File: src/rtl/module_leds_mode.sv
// -----------------------------------------------------------------------------
// module_leds_mode
//
// Per-channel button-driven LED mode controller. Each channel owns one push
// button, W switches and W LEDs. Every press of the channel's button advances
// a three-state machine:
//
//   OFF  --press-->  LIVE  --press-->  HOLD  --press-->  OFF
//
//   OFF  : LEDs dark
//   LIVE : LEDs follow the (synchronised) switches
//   HOLD : LEDs show the switch value captured on entry to HOLD
//
// Buttons and switches are raw asynchronous inputs. Both pass through a
// 2-flop synchroniser. Buttons are then debounced and edge-detected so that
// only a clean, stable 0->1 transition produces a single press pulse.
//
// Optional feature (compile-time macro LEDS_BLINK_EN):
//   When defined, a free-running counter toggles a blink phase every
//   BLINK_HALF cycles (phase = 1 right after reset). HOLD channels then show
//   (hold value AND phase), so a held pattern blinks. OFF and LIVE channels
//   are unaffected. Without the macro no blink counter exists and HOLD
//   channels are steady; BLINK_HALF is then unused.
//
// Parameters:
//   N_CH       : number of channels (1..16)
//   W          : switches / LEDs per channel (1..16)
//   DEB_CYCLES : cycles a synchronised button level must be stable (>=2)
//   BLINK_HALF : blink half-period in cycles (>=1), LEDS_BLINK_EN only
//
// Ports:
//   clk           : system clock, rising edge
//   rst_n         : asynchronous active-low clear (release must be
//                   synchronous to clk, provided externally)
//   push_button_i : raw buttons, bit c -> channel c
//   sw_i          : raw switches, bits [c*W +: W] -> channel c
//   leds_o        : registered LEDs, bits [c*W +: W] -> channel c
//   mode_o        : registered channel state, bits [2c +: 2]
//                   00 OFF, 01 LIVE, 10 HOLD (also serves as FSM debug view)
// -----------------------------------------------------------------------------
module module_leds_mode #(
  parameter int N_CH       = 4,
  parameter int W          = 4,
  parameter int DEB_CYCLES = 10000,
  parameter int BLINK_HALF = 25000000
) (
  input  logic                clk,
  input  logic                rst_n,
  input  logic [N_CH-1:0]     push_button_i,
  input  logic [N_CH*W-1:0]   sw_i,
  output logic [N_CH*W-1:0]   leds_o,
  output logic [2*N_CH-1:0]   mode_o
);

  // ---------------------------------------------------------------------------
  // Types and constants
  // ---------------------------------------------------------------------------
  typedef enum logic [1:0] {
    ST_OFF  = 2'b00,
    ST_LIVE = 2'b01,
    ST_HOLD = 2'b10
  } state_t;

  // Debounce counter holds "cycles the current synchronised level has been
  // stable", saturating at DEB_CYCLES.
  localparam int             CW        = $clog2(DEB_CYCLES + 1);
  localparam logic [CW-1:0]  CNT_MAX   = CW'(DEB_CYCLES);
  localparam logic [CW-1:0]  CNT_PRE   = CW'(DEB_CYCLES - 1);

  // ---------------------------------------------------------------------------
  // Input synchronisers
  // ---------------------------------------------------------------------------
  logic [N_CH-1:0]   btn_meta;
  logic [N_CH-1:0]   btn_sync;
  logic [N_CH*W-1:0] sw_meta;
  logic [N_CH*W-1:0] sw_sync;

  always_ff @(posedge clk or negedge rst_n) begin
    if (!rst_n) begin
      btn_meta <= '0;
      btn_sync <= '0;
      sw_meta  <= '0;
      sw_sync  <= '0;
    end else begin
      btn_meta <= push_button_i;
      btn_sync <= btn_meta;
      sw_meta  <= sw_i;
      sw_sync  <= sw_meta;
    end
  end

  // ---------------------------------------------------------------------------
  // Debounce and press detection
  //
  // btn_last is the previous synchronised sample; a difference marks a level
  // change. On a change the counter restarts at 1 because the new level has
  // already been present for one cycle. When the counter is about to reach
  // DEB_CYCLES with no change, the level is accepted as the debounced level,
  // and a 0->1 acceptance emits a one-cycle press pulse. Once saturated the
  // counter parks, so a long hold never re-triggers.
  // ---------------------------------------------------------------------------
  logic [N_CH-1:0] btn_last;
  logic [CW-1:0]   deb_cnt [N_CH];
  logic [N_CH-1:0] deb_level;
  logic [N_CH-1:0] press;

  always_ff @(posedge clk or negedge rst_n) begin
    if (!rst_n) begin
      btn_last  <= '0;
      deb_level <= '0;
      press     <= '0;
      for (int c = 0; c < N_CH; c++) begin
        deb_cnt[c] <= '0;
      end
    end else begin
      btn_last <= btn_sync;
      for (int c = 0; c < N_CH; c++) begin
        press[c] <= 1'b0;
        if (btn_sync[c] != btn_last[c]) begin
          deb_cnt[c] <= CW'(1);
        end else begin
          if (deb_cnt[c] != CNT_MAX) begin
            deb_cnt[c] <= deb_cnt[c] + 1'b1;
          end
          if (deb_cnt[c] == CNT_PRE) begin
            deb_level[c] <= btn_sync[c];
            press[c]     <= btn_sync[c] & ~deb_level[c];
          end
        end
      end
    end
  end

  // ---------------------------------------------------------------------------
  // Per-channel mode FSM (state register + next-state logic)
  // ---------------------------------------------------------------------------
  state_t state_q [N_CH];
  state_t state_d [N_CH];

  always_ff @(posedge clk or negedge rst_n) begin
    if (!rst_n) begin
      for (int c = 0; c < N_CH; c++) begin
        state_q[c] <= ST_OFF;
      end
    end else begin
      for (int c = 0; c < N_CH; c++) begin
        state_q[c] <= state_d[c];
      end
    end
  end

  always_comb begin
    for (int c = 0; c < N_CH; c++) begin
      state_d[c] = state_q[c];
      if (press[c]) begin
        case (state_q[c])
          ST_OFF:  state_d[c] = ST_LIVE;
          ST_LIVE: state_d[c] = ST_HOLD;
          ST_HOLD: state_d[c] = ST_OFF;
          default: state_d[c] = ST_OFF;
        endcase
      end
    end
  end

  // mode_o is a direct view of the state registers.
  always_comb begin
    mode_o = '0;
    for (int c = 0; c < N_CH; c++) begin
      mode_o[2*c +: 2] = state_q[c];
    end
  end

  // ---------------------------------------------------------------------------
  // Hold registers: captured in the press cycle that moves LIVE -> HOLD, so
  // the frozen value is exactly what LIVE was showing at the press.
  // ---------------------------------------------------------------------------
  logic [W-1:0] hold_q [N_CH];

  always_ff @(posedge clk or negedge rst_n) begin
    if (!rst_n) begin
      for (int c = 0; c < N_CH; c++) begin
        hold_q[c] <= '0;
      end
    end else begin
      for (int c = 0; c < N_CH; c++) begin
        if (press[c] && (state_q[c] == ST_LIVE)) begin
          hold_q[c] <= sw_sync[c*W +: W];
        end
      end
    end
  end

  // ---------------------------------------------------------------------------
  // Blink phase (optional)
  // ---------------------------------------------------------------------------
  logic [W-1:0] hold_mask;

`ifdef LEDS_BLINK_EN
  localparam int            BW         = (BLINK_HALF > 1) ? $clog2(BLINK_HALF) : 1;
  localparam logic [BW-1:0] BLINK_LAST = BW'(BLINK_HALF - 1);

  logic [BW-1:0] blink_cnt;
  logic          blink_phase;

  always_ff @(posedge clk or negedge rst_n) begin
    if (!rst_n) begin
      blink_cnt   <= '0;
      blink_phase <= 1'b1;
    end else if (blink_cnt == BLINK_LAST) begin
      blink_cnt   <= '0;
      blink_phase <= ~blink_phase;
    end else begin
      blink_cnt   <= blink_cnt + 1'b1;
    end
  end

  assign hold_mask = {W{blink_phase}};
`else
  assign hold_mask = {W{1'b1}};
`endif

  // ---------------------------------------------------------------------------
  // LED output register: follows the state one cycle later.
  // ---------------------------------------------------------------------------
  always_ff @(posedge clk or negedge rst_n) begin
    if (!rst_n) begin
      leds_o <= '0;
    end else begin
      for (int c = 0; c < N_CH; c++) begin
        case (state_q[c])
          ST_LIVE: leds_o[c*W +: W] <= sw_sync[c*W +: W];
          ST_HOLD: leds_o[c*W +: W] <= hold_q[c] & hold_mask;
          default: leds_o[c*W +: W] <= '0;
        endcase
      end
    end
  end

endmodule
File: config.mk
export PLATFORM = sky130hd
export DESIGN_NAME = module_leds_mode
export DESIGN_NICKNAME = d
export VERILOG_FILES = /design/src/rtl/module_leds_mode.sv
export SDC_FILE = /design/constraint.sdc
export NUM_CORES = 1
export LEC_CHECK = 0
export CAP_MARGIN = 15
export CORE_MARGIN = 2
export CORE_UTILIZATION = 63
export CTS_CLUSTER_DIAMETER = 60
export DETAILED_ROUTE_END_ITERATION = 8
export GPL_TIMING_DRIVEN = 0
export PLACE_DENSITY = 0.94
export SKIP_CTS_REPAIR_TIMING = 1
export SYNTH_ARGS = -nofsm -noshare
export SYNTH_HDL_FRONTEND = slang
export SYNTH_SLANG_ARGS = --single-unit
File: constraint.sdc
create_clock -name clk -period 2.5 [get_ports clk]
set_input_delay 0.25 -clock clk [delete_from_list [all_inputs] [get_ports clk]]
set_output_delay 0.25 -clock clk [all_outputs]
set_load 0.05 [all_outputs]
# [After elaboration in Yosys (flattened, before gate mapping)]
# Cells that the tools add are included.
[classes] n_addsub=4 n_eq_ne=20 muxes=24 n_bitwise=12 reduce_logical=16
[ops] cell="14-bit two-way mux" count=8
[ops] cell="14-bit by 1-bit adder with 14-bit output, second input constant" count=4
[ops] cell="14-bit == test, second input constant" count=4
[ops] cell="14-bit != test, second input constant" count=4
[ops] cell="4-bit case mux with 2 select lines" count=4
[ops] cell="2-bit case mux with 2 select lines" count=4
[ops] cell="2-bit by 1-bit == test with 1-bit output, second input constant" count=4
[ops] cell="2-bit == test, second input constant" count=4
[ops] cell="2-bit logical NOT" count=4
[ops] cell="1-bit two-way mux" count=8
[ops] cell="1-bit inverter" count=8
[ops] cell="2-bit AND reduction" count=4
[ops] cell="2-bit nonzero test" count=4
[ops] cell="1-bit AND" count=4
[ops] cell="1-bit logical AND" count=4
[ops] cell="1-bit != test" count=4
[totals] regBits=148 in_bits=22 output_inout_bits=24

# [Logic depth before layout (Yosys ltp)]
[logic_depth] depth_word=4 mapped_depth=6 depth_no_buf=6

# [Worst setup path after synthesis]
# Ideal clock, no wire load.
[synth_path] path_kind="register to register" startpoint="reg state_q, in the netlist mode_o[3]" endpoint="reg hold_q[10] (netlist name)" setup_ns=0.125 arrival_time_ns=1.507 required_time_ns=2.375 path_slack_ns=0.868 stages_incl_launch_ff=5 n_path_buf=0 period_less_slack_ns=1.632 path_cell_list="dfrtp_1 -> inv_1 -> ha_1 -> nand2_1 -> mux2_2"
[synth_between] elab_chain_len=2
[synth_rtl] element="from (decl)" line="137" rtl="state_t state_q [N_CH];"
[synth_rtl] element="from (signal, indexed assignment)" line="147" rtl="state_q[c] <= state_d[c];"
[synth_rtl] element="2-bit by 1-bit == test with 1-bit output" line="187" rtl="if (press[c] && (state_q[c] == ST_LIVE)) begin"
[synth_rtl] element="1-bit logical AND" line="187"
[synth_rtl] element="to (signal, indexed assignment)" line="188" rtl="hold_q[c] <= sw_sync[c*W +: W];"
[synth_rtl] element="to (decl)" line="178" rtl="logic [W-1:0] hold_q [N_CH];"
# Every way passes these cells.
# A chain may end at the register's enable or synchronous reset.

# [Final worst setup path]
[layout_path] startpoint="reg state_q, in the netlist mode_o[4]" endpoint="out mode_o[4]"
[layout_lines] element="to (decl)" line="52" rtl="output logic [2*N_CH-1:0] mode_o"
# No word-level cell between the ends.

==> impl_metrics.env <==
export IMPL_netlist_cell_type_count=43
export IMPL_r2r_end="deb_cnt[38]$_DFFE_PN0P_"
export IMPL_ff_latch_area_um2=3700
export IMPL_die_w_um=103
export IMPL_nNetsFinal=641
export IMPL_path_clk_slew_ns=0.07
export IMPL_holdPathEnd="sw_meta[11]$_DFF_PN0_"
export IMPL_portBuffers=45
export IMPL_vias=4270
export IMPL_cts_tree="built"
export IMPL_slew_viol_final=0
export IMPL_clk_latency_ns=0.53
export IMPL_drv_cap=0
export IMPL_seq_power_share_pct=48.5
export IMPL_ir_drop_uv=585
export IMPL_avgSynthCellArea_um2=11.9
export IMPL_path_buf_inv=1
export IMPL_place_gp_congestion=0.858
export IMPL_max_freq_mhz=487
export IMPL_clkPwrFrac_pct=45.6
export IMPL_synthToLayoutAreaGrowth_pct=19.6
export IMPL_finalCritPeriodShare_pct=82.1
export IMPL_route_detailed_drc=0
export IMPL_status="completed"
export IMPL_synth_cells=525
export IMPL_multi_input_area_um2=2410
export IMPL_powerDensity_nw_per_um2=710
export IMPL_n_antenna_cell=0
export IMPL_setup_viol=0
export IMPL_wire_per_inst_um=16.4
export IMPL_cp_start_kind="flip-flop"
export IMPL_grt_pass1_vias=4413
export IMPL_routed_via_density=5.79
export IMPL_drt_total_wl_um=12100
export IMPL_antenna_found_initial=0
export IMPL_fillers=551
export IMPL_final_cells=737
export IMPL_final_area_um2=7450
export IMPL_ys_ff_latch=148
export IMPL_yosysTopAreaCell="dfrtp_1"
export IMPL_hold_path_startpoint="sw_i[11]"
export IMPL_post_place_ws_ns=0.634
export IMPL_cell_internal_pwr_mw=3.99
export IMPL_netSwitchingFraction_pct=24.6
export IMPL_synth_main_ff_cell="dfrtp_1"
export IMPL_r2r_cells=6
export IMPL_skew_ns=0.00794
export IMPL_gr_total_overflow=0
export IMPL_slew_headroom_pct=65.9
export IMPL_track_usage_pct=25.4
export IMPL_path_cells="clkdlybuf4s50_1"
export IMPL_dr_first_iter_drc_count=209
export IMPL_p_sw_mw=1.30
export IMPL_fp_dieH_um=103
export IMPL_antenna_left=0
export IMPL_combPwrFrac_pct=5.9
export IMPL_cts_root_buf="clkbuf_8"
export IMPL_yosysMostFrequentCell="dfrtp_1"
export IMPL_worstPathArrival_ns=1.80
export IMPL_rrSetupSlack_ns=0.60
export IMPL_synth_commonest_cells="148 x dfrtp_1, 40 x nor2_1, 38 x nand2_1, 32 x xor2_1, 28 x ha_1"
export IMPL_synthArstFlopShare_pct=100
export IMPL_ys_warn_count=0
export IMPL_synth_nets=575
export IMPL_placed_area_um2=6880
export IMPL_cpPeakStageDelay_ns=0.84
export IMPL_tightestPinTransition_ns=0.509
export IMPL_synth_area_um2=6230
export IMPL_post_route_cells_drive_above_1_share_pct=9.60
export IMPL_cts_buffers=17
export IMPL_rows=36
export IMPL_cp_slowest_cell="clkdlybuf4s50_1"
export IMPL_coreArea_um2=9680
export IMPL_crit_type="flip-flop to primary output"
export IMPL_hpwl_um=7850
export IMPL_hold_path_cell_count=1
export IMPL_synth_top_cell_area_share_pct=59.4
export IMPL_start_util_pct=64.3
export IMPL_yosys_top_cells_area="dfrtp_1 59%, ha_1 5.6%, xor2_1 4.5%"
export IMPL_dp_cells=704
export IMPL_worst_setup_path_end_kind="primary output"
export IMPL_cp_top_family="buffers and inverters"
export IMPL_grt_max_degree=109
export IMPL_worstReg2RegStart="deb_cnt[28]$_DFFE_PN0P_"
export IMPL_synth_edf_count=0
export IMPL_cts_buffer_depth=2
export IMPL_hold_violations=0
export IMPL_required_ns=2.25
export IMPL_worst_hold_path_type="input port to flip-flop"
export IMPL_cp_max_fo=4
export IMPL_post_route_min_period_ns=2.05
export IMPL_dieArea_um2=10700
export IMPL_io_pins=46
export IMPL_rsz0062_at_grt="false"
export IMPL_setup_slack_ns=0.448
export IMPL_grt_pass1_wl_um=20700
export IMPL_ys_seq_area_share_pct=59.4
export IMPL_p_leak_nw=3.28
export IMPL_first_pass_iters=5
export IMPL_clock_sinks=148
export IMPL_htreeDepth=4
flip-flops by register name, summed over array words and instances, names as in the netlist:
register	count
btn_sync	4
deb_level	4
hold_q	16
sw_sync	16
leds_o	16
deb_cnt	56
mode_o	8
btn_meta	4
sw_meta	16
press	4
btn_last	4
metal layers:
| layer | vias to the layer above | share of wire (%) | GRT usage (%) |
|---|---|---|---|
| met3 | 33 | 3.9 | 5.31 |
| met2 | 159 | 53 | 43.7 |
| met5 | - | 0 | 0 |
| li1 | 1981 | - | - |
| met4 | 0 | 2.4 | 11.7 |
| met1 | 2097 | 41 | 30.9 |
cells by family after synthesis:
| group | Yosys count | share of synthesized area (%) |
|---|---|---|
| AO/OA/AOI/OAI | 62 | 6.06 |
| XOR/XNOR | 43 | 6.04 |
| adder cells (fa/ha/maj) | 28 | 5.62 |
| buffers and inverters | 27 | 1.89 |
| flip-flops | 148 | 59.4 |
| multiplexers | 18 | 3.21 |
| AND/OR/NAND/NOR | 199 | 17.7 |
power groups by stage:
stage          Sequential, mW  Combinational, mW  Clock, mW
6_report                 2.57              0.312       2.42
5_1_grt                  2.58              0.358       2.56
4_1_cts                  2.57              0.315       2.43
3_5_place_dp             2.60              0.310          0
3_3_place_gp             2.60              0.283          0
2_1_floorplan            2.58              0.172          0
area by class of cell:
cell class | instances | share of cell area, %
timing repair buffer | 47 | 6.56
multi-input combinational | 350 | 32.3
sequential | 148 | 49.7
inverter | 18 | 0.906
tap | 133 | 2.23
clock inverter | 12 | 1.64
buffer | 9 | 0.671
clock buffer | 20 | 5.98
through the flow:
| step | power [mW] | TNS, ns | utilization (%) | hold slack [ns] |
|---|---|---|---|---|
| floorplan | 2.75 | 0 | - | -0.0456 |
| global placement | 2.88 | -635.06 | 70.7 | 0.332 |
| detailed placement | 2.91 | 0 | 71.0 | 0.189 |
| CTS | 5.31 | 0 | 76.9 | -0.377 |
| global route | 5.49 | 0 | 77.0 | 0.144 |
| finish | 5.30 | 0 | 77.0 | 0.148 |
worst max-delay path by stage:
stage	end	cells after the start	from	slack (ns)
after CTS	mode_o[4]	1	mode_o[4]$_DFFE_PN0P_	0.45
after floorplan	hold_q[10]$_DFFE_PN0P_	4	mode_o[3]$_DFFE_PN0P_	0.87
after detailed placement	deb_cnt[38]$_DFFE_PN0P_	6	deb_cnt[28]$_DFFE_PN0P_	0.63
final	mode_o[4]	1	mode_o[4]$_DFFE_PN0P_	0.45
after global placement	sw_sync[6]$_DFF_PN0_	1	rst_n	-4.30
after global routing	mode_o[6]	1	mode_o[6]$_DFFE_PN0P_	0.43
placed cells by master (no fill, tap or decap), drive strengths merged, types with 2 or more instances in the layout:
master | netlist | layout
dfrtp | 148 | 148
clkdlybuf4s50 | 0 | 44
nor2 | 40 | 40
nand2 | 38 | 38
xor2 | 32 | 32
ha | 28 | 28
clkbuf | 6 | 26
o21ai | 22 | 22
nand3 | 22 | 22
inv | 18 | 21
nand4 | 20 | 20
nor2b | 17 | 17
a22oi | 16 | 16
mux2 | 16 | 16
a21oi | 14 | 14
xnor2 | 11 | 11
and4 | 11 | 11
nor3 | 9 | 9
and3 | 8 | 8
or3 | 7 | 7
o211ai | 6 | 6
clkinv | 0 | 6
nor3b | 5 | 5
buf | 3 | 5
and2 | 4 | 4
and4b | 4 | 4
nand2b | 3 | 3
nand3b | 3 | 3
nor4bb | 2 | 2
mux2i | 2 | 2
nor4 | 2 | 2
clkinvlp | 0 | 2
No activity file was read; power rests on OpenSTA's default activity.
